===== src/rtl/keypad_scan_fifo_pkg.sv =====
// Shared types and helpers for the keypad scanner and its event FIFO.
package keypad_scan_fifo_pkg;

  // Scanner FSM states
  typedef enum logic [1:0] {
    StScan,
    StDebP,
    StHold,
    StDebR
  } kp_state_e;

  // Counter/index width that never collapses to zero bits
  function automatic int unsigned clog2_min1(input int unsigned n);
    return (n <= 1) ? 1 : $clog2(n);
  endfunction

endpackage


===== src/rtl/keypad_scan_fifo_fifo.sv =====
// Show-ahead synchronous FIFO with registered storage and occupancy.
module key_fifo #(
  parameter int unsigned WIDTH = 4,
  parameter int unsigned DEPTH = 8
) (
  input  logic             clk_i,
  input  logic             rst_ni,
  input  logic             push_i,
  input  logic [WIDTH-1:0] din_i,
  input  logic             pop_i,
  output logic [WIDTH-1:0] dout_o,
  output logic             full_o,
  output logic             empty_o
);

  localparam int unsigned AW = $clog2(DEPTH);

  logic [WIDTH-1:0] mem_q [DEPTH];
  logic [AW-1:0]    wr_q;
  logic [AW-1:0]    rd_q;
  logic [AW:0]      cnt_q;
  logic             do_push;
  logic             do_pop;

  assign empty_o = (cnt_q == '0);
  assign full_o  = (cnt_q == (AW + 1)'(DEPTH));
  assign dout_o  = mem_q[rd_q];

  // A push into a full FIFO is only accepted when the head leaves in the same cycle
  assign do_pop  = pop_i & ~empty_o;
  assign do_push = push_i & (~full_o | do_pop);

  // Storage, pointers and occupancy; storage is cleared so the head reads 0 after reset
  always_ff @(posedge clk_i) begin
    if (!rst_ni) begin
      for (int i = 0; i < int'(DEPTH); i++) mem_q[i] <= '0;
      wr_q  <= '0;
      rd_q  <= '0;
      cnt_q <= '0;
    end else begin
      if (do_push) begin
        mem_q[wr_q] <= din_i;
        wr_q        <= wr_q + 1'b1;
      end
      if (do_pop) rd_q <= rd_q + 1'b1;
      if (do_push && !do_pop)      cnt_q <= cnt_q + 1'b1;
      else if (!do_push && do_pop) cnt_q <= cnt_q - 1'b1;
    end
  end

endmodule


===== src/rtl/keypad_scan_fifo.sv =====
// Matrix keypad scanner with press/release debounce, optional auto-repeat and an event FIFO.
module keypad_scan_fifo
  import keypad_scan_fifo_pkg::*;
#(
  parameter int unsigned ROWS         = 4,
  parameter int unsigned COLS         = 4,
  parameter int unsigned SCAN_DIV     = 1000,
  parameter int unsigned DEB_CYCLES   = 100000,
  parameter int unsigned FIFO_DEPTH   = 8,
  parameter int unsigned REPEAT_EN    = 0,
  parameter int unsigned REPEAT_DELAY = 5000000,
  parameter int unsigned REPEAT_RATE  = 1000000,
  localparam int unsigned CODE_W      = clog2_min1(ROWS * COLS)
) (
  input  logic              clk_i,
  input  logic              rst_ni,
  input  logic [ROWS-1:0]   row_i,
  output logic [COLS-1:0]   col_o,
  output logic              key_valid_o,
  output logic [CODE_W-1:0] key_code_o,
  input  logic              key_ready_i,
  output logic              key_down_o,
  output logic              overflow_o,
  input  logic              clr_ovf_i
);

  localparam int unsigned RowW   = clog2_min1(ROWS);
  localparam int unsigned ColW   = clog2_min1(COLS);
  localparam int unsigned DivW   = clog2_min1(SCAN_DIV);
  localparam int unsigned DebW   = clog2_min1(DEB_CYCLES);
  localparam int unsigned RepMax = (REPEAT_DELAY > REPEAT_RATE) ? REPEAT_DELAY : REPEAT_RATE;
  localparam int unsigned RepW   = clog2_min1(RepMax);

  localparam logic [COLS-1:0] ColOne = {{(COLS - 1){1'b0}}, 1'b1};

  kp_state_e         state_q;
  logic [ROWS-1:0]   rs1_q;
  logic [ROWS-1:0]   rs_q;
  logic [DivW-1:0]   div_q;
  logic [DebW-1:0]   deb_q;
  logic [RepW-1:0]   rep_q;
  logic              rep_arm_q;
  logic [ColW-1:0]   cidx_q;
  logic [COLS-1:0]   col_q;
  logic [RowW-1:0]   ri_q;
  logic [ColW-1:0]   ci_q;
  logic              key_down_q;
  logic              push_q;
  logic [CODE_W-1:0] code_q;
  logic              ovf_q;

  logic [RowW-1:0]   low_idx;
  logic [ColW-1:0]   nxt_col;
  logic [CODE_W-1:0] cur_code;
  logic              row_hi;
  logic              fifo_full;
  logic              fifo_empty;
  logic              pop;

  assign nxt_col  = (cidx_q == ColW'(COLS - 1)) ? '0 : cidx_q + 1'b1;
  assign cur_code = CODE_W'(int'(ri_q) * int'(COLS) + int'(ci_q));
  assign row_hi   = rs_q[ri_q];

  // Lowest-index row that reads low wins
  always_comb begin
    low_idx = '0;
    for (int i = int'(ROWS) - 1; i >= 0; i--) begin
      if (!rs_q[i]) low_idx = RowW'(i);
    end
  end

  // Two-flop synchroniser for the asynchronous row inputs
  always_ff @(posedge clk_i) begin
    if (!rst_ni) begin
      rs1_q <= '1;
      rs_q  <= '1;
    end else begin
      rs1_q <= row_i;
      rs_q  <= rs1_q;
    end
  end

  // Scanner FSM with its counters and registered outputs
  always_ff @(posedge clk_i) begin
    if (!rst_ni) begin
      state_q    <= StScan;
      div_q      <= '0;
      deb_q      <= '0;
      rep_q      <= '0;
      rep_arm_q  <= 1'b0;
      cidx_q     <= '0;
      col_q      <= ~ColOne;
      ri_q       <= '0;
      ci_q       <= '0;
      key_down_q <= 1'b0;
      push_q     <= 1'b0;
      code_q     <= '0;
    end else begin
      push_q <= 1'b0;
      unique case (state_q)
        StScan: begin
          if (div_q == DivW'(SCAN_DIV - 1)) begin
            div_q <= '0;
            if (rs_q != '1) begin
              ri_q    <= low_idx;
              ci_q    <= cidx_q;
              deb_q   <= '0;
              state_q <= StDebP;
            end else begin
              cidx_q <= nxt_col;
              col_q  <= ~(ColOne << nxt_col);
            end
          end else begin
            div_q <= div_q + 1'b1;
          end
        end
        StDebP: begin
          if (!row_hi) begin
            if (deb_q == DebW'(DEB_CYCLES - 1)) begin
              push_q     <= 1'b1;
              code_q     <= cur_code;
              key_down_q <= 1'b1;
              rep_q      <= '0;
              rep_arm_q  <= 1'b0;
              state_q    <= StHold;
            end else begin
              deb_q <= deb_q + 1'b1;
            end
          end else begin
            // Bounce rejected: resume scanning on the next column
            state_q <= StScan;
            cidx_q  <= nxt_col;
            col_q   <= ~(ColOne << nxt_col);
          end
        end
        StHold: begin
          if (row_hi) begin
            deb_q   <= '0;
            state_q <= StDebR;
          end else if (REPEAT_EN != 0) begin
            // First repeat after the delay, then one every rate period
            if (rep_q == (rep_arm_q ? RepW'(REPEAT_RATE - 1) : RepW'(REPEAT_DELAY - 1))) begin
              push_q    <= 1'b1;
              code_q    <= cur_code;
              rep_q     <= '0;
              rep_arm_q <= 1'b1;
            end else begin
              rep_q <= rep_q + 1'b1;
            end
          end
        end
        StDebR: begin
          if (row_hi) begin
            if (deb_q == DebW'(DEB_CYCLES - 1)) begin
              key_down_q <= 1'b0;
              state_q    <= StScan;
              cidx_q     <= nxt_col;
              col_q      <= ~(ColOne << nxt_col);
            end else begin
              deb_q <= deb_q + 1'b1;
            end
          end else begin
            // Release bounce: the key is still held, repeat timing resumes where it left off
            state_q <= StHold;
          end
        end
        default: state_q <= StScan;
      endcase
    end
  end

  assign pop = ~fifo_empty & key_ready_i;

  // Sticky overflow: a drop sets it, and a set beats a simultaneous clear
  always_ff @(posedge clk_i) begin
    if (!rst_ni) begin
      ovf_q <= 1'b0;
    end else if (push_q && fifo_full && !pop) begin
      ovf_q <= 1'b1;
    end else if (clr_ovf_i) begin
      ovf_q <= 1'b0;
    end
  end

  key_fifo #(
    .WIDTH (CODE_W),
    .DEPTH (FIFO_DEPTH)
  ) u_fifo (
    .clk_i   (clk_i),
    .rst_ni  (rst_ni),
    .push_i  (push_q),
    .din_i   (code_q),
    .pop_i   (pop),
    .dout_o  (key_code_o),
    .full_o  (fifo_full),
    .empty_o (fifo_empty)
  );

  assign col_o       = col_q;
  assign key_valid_o = ~fifo_empty;
  assign key_down_o  = key_down_q;
  assign overflow_o  = ovf_q;

endmodule


===== config.mk =====
export PLATFORM = sky130hd
export DESIGN_NAME = keypad_scan_fifo
export DESIGN_NICKNAME = d
export VERILOG_FILES = /design/src/rtl/keypad_scan_fifo_pkg.sv /design/src/rtl/keypad_scan_fifo_fifo.sv /design/src/rtl/keypad_scan_fifo.sv
export SDC_FILE = /design/constraint.sdc
export NUM_CORES = 1
export LEC_CHECK = 0
export BUFFER_PORTS_ARGS = -buffer_cell sky130_fd_sc_hd__buf_2
export CORE_ASPECT_RATIO = 1.25
export CORE_MARGIN = 10
export CORE_UTILIZATION = 45
export DETAILED_ROUTE_END_ITERATION = 8
export PLACE_DENSITY = 0.73
export SLEW_MARGIN = 30
export SYNTH_ARGS = -nofsm -noshare
export SYNTH_HDL_FRONTEND = slang
export SYNTH_SLANG_ARGS = --single-unit

===== constraint.sdc =====
create_clock -name clk_i -period 6.9 [get_ports clk_i]
set_input_delay 0 -clock clk_i [delete_from_list [all_inputs] [get_ports clk_i]]
set_output_delay 0 -clock clk_i [all_outputs]
set_load 0.05 [all_outputs]

==> impl_metrics.yaml, run 1 <==
status:
  status: "finished clean"
cts:
  cts-root-buf: "clkbuf_16"
  cts_hold_buf: 7
  clk_pin_slew_ns: 0.07
  insertion_delay_ns: 0.35
  htree_num_levels: 3
  cts_resized: 0
  cts_buffer_depth: 2
  numCtsBuffers: 9
  cts_tree: "yes"
  cts_sinks: 99
  postCtsSetupBuffers: 0
grt:
  grt_pass1_wl_um: 14600
  grt_max_degree: 34
  antenna_found_initial: 0
  gr-total-overflow: 0
  grt_use_total_pct: 12.2
  grt_pass1_vias: 3218
timing:
  setup_violations: 0
  period_needed_ns: 2.67
  finalMaxSlewViolations: 0
  fin_crit_sh_pct: 38.8
  hold_viol_final: 0
  tightest_slew_ns: 0.800
  finalSetupTns_ns: 0
  grt_setup_unrepaired: "false"
  slew_headroom_pct: 46.3
  fmax_mhz: 374
  skew_ns: 0.00900
die:
  core_area_mm2: 0.00976
  die_w_um: 110
  start_util_pct: 46.5
  rows: 40
  die_y_um: 132
  io-pin-count: 19
  die_area_mm2: 0.0145
yosys:
  syn-mean-instance-area_um2: 10.4
  synth_cell_types: 46
  ys.flop_type: "dfxtp_1"
  yosysSeqAreaShare_pct: 50.7
  netlist_instances: 436
  syn_nets: 456
  syn-cell-area_mm2: 0.00454
  async_flop_share_pct: 0
  synth_edf_count: 32
  synth-seq-cells: 99
  ys_warn_count: 0
routing:
  wl_per_cell_um: 14.2
  dr_total_vias: 3197
  first_iter_violations: 91
  wirelength_um: 8340
  vias_per_cell: 5.46
  antenna_left: 0
  drc: 0
  first_pass_iters: 4
critical_path:
  r2r_cells: 10
  start_kind: "register"
  arrival_ns: 2.93
  rrSetupSlack_ns: 4.23
  endpoint_kind: "register"
  path_max_fanout: 6
  required_ns: 7.15
  worstReg2RegStart: "u_fifo.cnt_q[0]"
  critical_path_class: "register to register"
  reg2reg_to: "u_fifo.cnt_q[3]"
pwr:
  total_power_mw: 1.15
  powerDensity_mw_per_mm2: 227
  p_leak_nw: 1.74
  max-vdd-ir-drop_v: 0.000149
place:
  placed_cell_area_mm2: 0.00472
  place.gp.congestion: 0.811
  hpwl_um: 5980
  dp_cells: 563
  io_buffers: 18
hold_path:
  hold_path.class: "input pin to register"
  hold_path_end: "rs_q[3]"
  worstHoldPathCells: 2
  worstHoldStart: "rst_ni"
finish:
  stdcell_area_mm2: 0.00508
  utilization_pct: 52.1
  multi_input_area_mm2: 0.00211
  area_delta_synth_final_pct: 12.0
  antenna_cells: 0
  instances_no_fill: 586
  drive_gt1_share_pct: 12.6
  finalNetCount: 475
  fillerInstances: 903
  seq_area_mm2: 0.00230
run:
  drv_cap: 0
==> cells in the mapped netlist, types with 12 or more instances <==
cell / number / area share, %
dfxtp_1: 67 / 30
nor2_1: 36 / 3.0
and2_1: 33 / 4.5
edfxtp_1: 32 / 21
a21oi_1: 27 / 3.0
nand2_1: 27 / 2.2
nand2b_1: 21 / 2.9
nand3_1: 17 / 1.9
clkbuf_1: 14 / 1.2
inv_1: 13 / 1.1
or4_1: 13 / 2.1
o21ai_0: 12 / 1.3
o31ai_1: 12 / 2.0
==> per-stage QoR <==
step	setup WS, ns	hold WS, ns
floorplan	4.07	0.101
global placement	4.31	0.184
detailed placement	4.27	0.186
CTS	4.23	0.0979
global route	4.00	0.128
finish	4.23	0.104
==> registers in the layout, indices dropped and copies added, names as in the netlist, 4 cells and up, named ones only <==
name / cells
rs_q: 4
deb_q: 17
div_q: 10
col_o: 4
code_q: 4
rs1_q: 4
u_fifo.mem_q: 32
u_fifo.cnt_q: 4
==> power by group <==
group	switching [mW]	internal (mW)
logic	0.0249	0.0155
registers	0.00526	0.613
clock network	0.241	0.255
==> critical path: stages, from the launching register on <==
cell and delay (ns):
dfxtp_1 0.36, or3_1 0.41, o31a_1 0.34, ha_1 0.25, inv_1 0.12, ha_1 0.24
a21o_1 0.17, a21oi_1 0.16, xnor2_1 0.09, or3_1 0.30, a21oi_1 0.14
==> logic make-up after synthesis <==
| family | synth area share (%) |
|---|---|
| compound gates | 8.49 |
| xor+xnor | 2.89 |
| fa+ha+maj | 3.47 |
| buf+inv | 2.73 |
| flops | 50.7 |
| mux | 8.63 |
| simple gates | 23.1 |
==> layout make-up <==
type	instances	area share (%)
Multi-Input combinational cell	306	41.6
Clock buffer	9	4.43
Inverter	13	0.960
Tap cell	126	3.10
Sequential cell	99	45.3
Clock inverter	7	1.33
Timing Repair Buffer	26	3.30
==> cell usage in the layout, fill, tap and decap left out, drive strengths merged, types with 2 or more instances in the layout <==
cell / count
and3: 3
nor3: 7
ha: 11
mux4: 9
nor4bb: 2
o21ai: 12
a211oi: 3
and2: 33
nand4: 7
a21oi: 27
edfxtp: 32
or3: 6
nor4b: 2
nand2b: 21
or2: 2
nor4: 6
nand2: 27
buf: 19
inv: 16
dfxtp: 67
xnor2: 8
dlygate4sd3: 7
mux2i: 11
nand3b: 2
o31ai: 12
clkinv: 3
clkbuf: 9
or4: 13
nand3: 17
nor2: 36
o22ai: 2
mux2: 7
xor2: 7
==> worst max-delay path by stage <==
| stage | from | end | slack [ns] | depth (start not counted) |
|---|---|---|---|---|
| 3_3_place_gp | u_fifo.cnt_q[0] | u_fifo.cnt_q[3] | 4.31 | 10 |
| 4_1_cts | u_fifo.cnt_q[0] | u_fifo.cnt_q[3] | 4.23 | 10 |
| 6_report | u_fifo.cnt_q[0] | u_fifo.cnt_q[3] | 4.23 | 10 |
| 2_1_floorplan | u_fifo.cnt_q[0] | u_fifo.cnt_q[3] | 4.07 | 11 |
| 3_5_place_dp | u_fifo.cnt_q[0] | u_fifo.cnt_q[3] | 4.27 | 10 |
| 5_1_grt | u_fifo.cnt_q[0] | u_fifo.cnt_q[3] | 4.00 | 11 |
==> layer usage <==
metal / part of all wire [%] / wire (um) / vias up / track usage (%)
met1: 43 / 3620 / 1543 / 13.7
li1: - / - / 1615 / -
met4: 1.7 / 138 / 0 / 5.00
met3: 2.2 / 187 / 12 / 2.54
met5: 0 / 0 / - / 0
met2: 53 / 4390 / 27 / 21.4
(Power assumes the default switching activity.)
==> run 2, diff against run 1 <==
==> constraint.sdc (replaced) <==
create_clock -name clk_i -period 2.5 [get_ports clk_i]
set_input_delay 0 -clock clk_i [delete_from_list [all_inputs] [get_ports clk_i]]
set_output_delay 0 -clock clk_i [all_outputs]
set_load 0.05 [all_outputs]
==> run 2 against run 1 <==
- worst hold slack better by 0.051 ns
- clock skew decreased by 0.0034 ns
- non-clock buffer count is 13 higher
- setup slack worse by 4.2 ns
- total power rose to 2.9 times the previous value
- cell area grew 3.7%
- die area is the same
- register-to-register slack lost 4.2 ns
- combinational power increased to 2.9 times the previous value
- routed wire length increased by 2.6%
- sequential share of layout area is 1.6 points lower
==> impl_metrics.yaml, run 2 (synthesized netlist as in run 1, its figures left out) <==
status:
  status: "finished clean"
die:
  start_util_pct: 46.5
  rows: 40
  core_area_mm2: 0.00976
  io-pin-count: 19
  die_y_um: 132
  die_area_mm2: 0.0145
  die_w_um: 110
cts:
  cts_sinks: 99
  insertion_delay_ns: 0.34
  cts-root-buf: "clkbuf_16"
  clk_pin_slew_ns: 0.07
  cts_buffer_depth: 2
  htree_num_levels: 3
  cts_tree: "yes"
  numCtsBuffers: 9
routing:
  wirelength_um: 8560
  drc: 0
  first_iter_violations: 131
  antenna_left: 0
  first_pass_iters: 4
  dr_total_vias: 3212
  vias_per_cell: 5.36
  wl_per_cell_um: 14.3
critical_path:
  r2r_cells: 10
  arrival_ns: 2.74
  start_kind: "register"
  required_ns: 2.78
  rrSetupSlack_ns: 0.04
  endpoint_kind: "register"
  cp_cell_sequence: "or3_4, o31a_1, ha_4, inv_4, ha_4, a21o_1, a21oi_2, xnor2_1, or3_1, a21oi_2"
  cp_slowest_cell: "or3_4"
  critical_path_class: "register to register"
  path_max_fanout: 3
  max_stage_delay_ns: 0.39
  worstReg2RegStart: "u_fifo.cnt_q[1]"
  reg2reg_to: "u_fifo.cnt_q[3]"
timing:
  period_needed_ns: 2.46
  tightest_slew_ns: 0.603
  fin_crit_sh_pct: 98.4
  hold_viol_final: 0
  slew_headroom_pct: 59.4
  fmax_mhz: 406
  setup_violations: 0
  grt_setup_unrepaired: "true"
  skew_ns: 0.00565
  finalMaxSlewViolations: 0
pwr:
  total_power_mw: 3.37
  powerDensity_mw_per_mm2: 639
  p_leak_nw: 1.83
  max-vdd-ir-drop_v: 0.000442
run:
  drv_cap: 0
place:
  io_buffers: 18
  dp_cells: 573
  place.gp.congestion: 0.840
  hpwl_um: 6030
finish:
  drive_gt1_share_pct: 16.5
  finalNetCount: 488
  reg.largest.list: "u_fifo.mem_q (32), deb_q (17), div_q (10)"
  mostFrequentLayoutCells: "dfxtp_1 (66), nor2_1 (36), and2_1 (33), edfxtp_1 (32), nand2_1 (26)"
  regMostFlops: "u_fifo.mem_q"
  antenna_cells: 0
  final_common_cell: "dfxtp_1"
  utilization_pct: 54.0
  largest_register_ff_count: 32
  instances_no_fill: 599
  area_delta_synth_final_pct: 16.1
hold_path:
  hold_path_end: "rs1_q[3]"
  worstHoldPathCells: 3
  worstHoldStart: "rst_ni"
  hold_path.class: "input pin to register"
grt:
  grt_max_degree: 33
  antenna_found_initial: 0
  grt_pass1_wl_um: 14300
  grt_use_total_pct: 12.1
  gr-total-overflow: 0
  grt_pass1_vias: 3049
## run 2: cell count changes in the layout (fill, tap and decap cells not counted), sizes merged
cell / previous run / this run
bufinv: 0 / 3
clkbuf: 9 / 11
buf: 19 / 33
inv: 16 / 13
dlygate4sd3: 7 / 6
clkinv: 3 / 1
## run 2: area by class of cell
type | instances | area, um^2
clock inverters | 5 | 101
well taps | 126 | 158
clock buffers | 11 | 233
fillers | 872 | 4490
inverters | 13 | 51.3
flip-flops and latches | 99 | 2310
multi-input cells | 306 | 2160
repair buffers | 39 | 263
## run 2: power by group
group | switching (mW) | total (mW) | internal (mW)
logic | 0.0699 | 0.116 | 0.0466
clock network | 0.573 | 1.55 | 0.975
registers | 0.0150 | 1.71 | 1.69
## run 2: critical path: cells and delay by family, from the launching register on
family          cells  cell delay (ns)
simple gates        2             0.78
compound gates      4             0.73
fa+ha+maj           2             0.38
flops               1             0.34
xor+xnor            1             0.10
buf+inv             1             0.06
## run 2: worst max-delay path by stage
stage                                from         endpoint  slack [ns]  depth (start not counted)
after floorplan           u_fifo.cnt_q[0]  u_fifo.cnt_q[3]        0.02                         11
after global placement    u_fifo.cnt_q[1]  u_fifo.cnt_q[3]        0.10                         11
after detailed placement  u_fifo.cnt_q[1]  u_fifo.cnt_q[3]       0.006                         11
after CTS                 u_fifo.cnt_q[1]  u_fifo.cnt_q[3]       0.003                         11
after global routing      u_fifo.cnt_q[1]  u_fifo.cnt_q[3]       -0.03                         10
final                     u_fifo.cnt_q[1]  u_fifo.cnt_q[3]        0.04                         10
## run 2: per-stage QoR
step	area, um^2	setup slack, ns	hold WS, ns	TNS (ns)
after global placement	4810	0.100	0.186	0
after CTS	5210	0.00298	0.153	0
after detailed placement	4810	0.00632	0.184	0
final	5270	0.0390	0.155	0
after global routing	5270	-0.0259	0.179	-0.0259
after floorplan	4550	0.0210	0.101	0
## run 2: per-layer routing
metal	track usage (%)	part of all wire (%)	vias up
met4	6.52	2.2	0
met5	0	0	-
met3	2.40	2.3	16
li1	-	-	1634
met2	20.3	52	27
met1	13.9	43	1535
## run 2: what timing repair did
item,CTS,global route
buffers inserted,0,4
gates resized for setup,1,7
pin swaps,0,8
hold endpoints to repair,7,0
endpoints found under the setup margin,1,1
hold buffers,6,0
==> run 3, diff against run 2 <==
--- a/config.mk
+++ b/config.mk
@@ -11,6 +11,7 @@
 export CORE_UTILIZATION = 45
 export DETAILED_ROUTE_END_ITERATION = 8
 export PLACE_DENSITY = 0.73
+export RECOVER_POWER = 50
 export SLEW_MARGIN = 30
 export SYNTH_ARGS = -nofsm -noshare
 export SYNTH_HDL_FRONTEND = slang
==> run 3 against run 2 <==
- clock power hardly changed
- non-clock buffer count did not move
- critical path type unchanged
- global-route usage is the same
==> impl_metrics.yaml, run 3 (synthesized netlist as in run 1, its figures left out) <==
place:
  hpwl_um: 6030
  place.gp.congestion: 0.840
  io_buffers: 18
routing:
  antenna_left: 0
  wirelength_um: 8550
  first_pass_iters: 4
  vias_per_cell: 5.35
  drc: 0
  wl_per_cell_um: 14.3
  first_iter_violations: 131
  dr_total_vias: 3206
pwr:
  swShare_pct: 19.5
  comb_power_share_pct: 3.5
  pwr-share-clk_pct: 45.9
  total_power_mw: 3.37
  intPower_mw: 2.71
  p_sw_mw: 0.657
  p_leak_nw: 1.82
  powerDensity_mw_per_mm2: 640
  max-vdd-ir-drop_v: 0.000441
  power_frac_seq_pct: 50.6
die:
  die_area_mm2: 0.0145
  start_util_pct: 46.5
  rows: 40
  die_y_um: 132
  core_area_mm2: 0.00976
  die_w_um: 110
  io-pin-count: 19
cts:
  insertion_delay_ns: 0.34
  cts_tree: "yes"
  clk_pin_slew_ns: 0.07
  cts_buffer_depth: 2
  cts-root-buf: "clkbuf_16"
  cts_sinks: 99
  numCtsBuffers: 9
  htree_num_levels: 3
finish:
  largest_register_ff_count: 32
  area_delta_synth_final_pct: 16.0
  regMostFlops: "u_fifo.mem_q"
  antenna_cells: 0
  finalNetCount: 488
  drive_gt1_share_pct: 15.2
  fillerInstances: 876
  reg.largest.list: "u_fifo.mem_q (32), deb_q (17), div_q (10)"
  final_common_cell: "dfxtp_1"
  mostFrequentLayoutCells: "dfxtp_1 (66), nor2_1 (36), and2_1 (33), edfxtp_1 (32), nand2_1 (26)"
grt:
  antenna_found_initial: 0
  grt_max_degree: 33
  grt_use_total_pct: 12.1
  grt_pass1_wl_um: 14300
  gr-total-overflow: 0
  grt_pass1_vias: 3049
critical_path:
  start_kind: "register"
  arrival_ns: 2.74
  r2r_cells: 10
  worstReg2RegStart: "u_fifo.cnt_q[1]"
  required_ns: 2.78
  crit_start: "u_fifo.cnt_q[1]"
  path_max_fanout: 3
  endpoint_kind: "register"
  critical_path_class: "register to register"
timing:
  tightest_slew_ns: 0.603
  setup_violations: 0
  fin_crit_sh_pct: 98.4
  skew_ns: 0.00508
  period_needed_ns: 2.46
  grt_setup_unrepaired: "true"
  fmax_mhz: 406
  finalMaxSlewViolations: 0
  hold_viol_final: 0
  slew_headroom_pct: 59.4
  finalSetupTns_ns: 0
run:
  drv_cap: 0
hold_path:
  worstHoldStart: "rst_ni"
  worstHoldPathCells: 3
  hold_path.class: "input pin to register"
status:
  status: "finished clean"
-- run 3: cell type report --
cell class | count | area (um^2) | share of cell area (%)
Sequential cell | 99 | 2310 | 43.8
Tap cell | 126 | 158 | 2.99
Multi-Input combinational cell | 306 | 2160 | 41.1
Timing Repair Buffer | 39 | 255 | 4.85
Clock inverter | 5 | 101 | 1.92
Clock buffer | 11 | 233 | 4.42
Inverter | 13 | 51.3 | 0.974
-- run 3: timing repair --
item | in CTS | in global routing
setup buffers | 0 | 4
resized for setup | 1 | 7
hold buffers | 6 | 0
hold endpoints to repair | 7 | 0
pin swaps | 0 | 8
cloned | 0 | 0
endpoints found under the setup margin | 1 | 1
-- run 3: worst max-delay path, cell delays in order, from the launching register on --
cell	delay, ns
dfxtp_4	0.34
or3_4	0.39
o31a_1	0.33
ha_4	0.19
inv_4	0.06
ha_4	0.19
a21o_1	0.16
a21oi_2	0.12
xnor2_1	0.10
or3_1	0.39
a21oi_2	0.12
-- run 3: metal layers --
layer	part of all wire, %	up-vias	track usage (%)
met2	53	30	20.3
met5	0	-	0
met1	43	1529	13.9
met3	2.4	12	2.40
met4	1.7	0	6.52
li1	-	1635	-
-- run 3: path summary, 6_finish.rpt --
check / to / slack, ns
max: u_fifo.cnt_q[3] / 0.04
max reg2reg: u_fifo.cnt_q[3] / 0.04
min reg2reg: rs_q[1] / 0.41
min: rs1_q[3] / 0.16
-- run 3: through the flow --
step | hold WS [ns] | area, um^2 | std cells | utilization [%] | worst slack, ns
finish | 0.157 | 5270 | 599 | 54.0 | 0.0392
global route | 0.179 | 5270 | 599 | 54.0 | -0.0259
CTS | 0.153 | 5210 | 595 | 53.4 | 0.00298
detailed placement | 0.184 | 4810 | 573 | 49.3 | 0.00632
global placement | 0.186 | 4810 | 573 | 49.3 | 0.100
floorplan | 0.101 | 4550 | 436 | - | 0.0210
-- run 3: power groups by stage --
| stage | Sequential [mW] | Clock, mW | Combinational, mW |
|---|---|---|---|
| global placement | 1.74 | 0 | 0.108 |
| CTS | 1.71 | 1.58 | 0.118 |
| global route | 1.71 | 1.64 | 0.128 |
| detailed placement | 1.74 | 0 | 0.110 |
| finish | 1.71 | 1.55 | 0.116 |
| floorplan | 1.74 | 0 | 0.0811 |
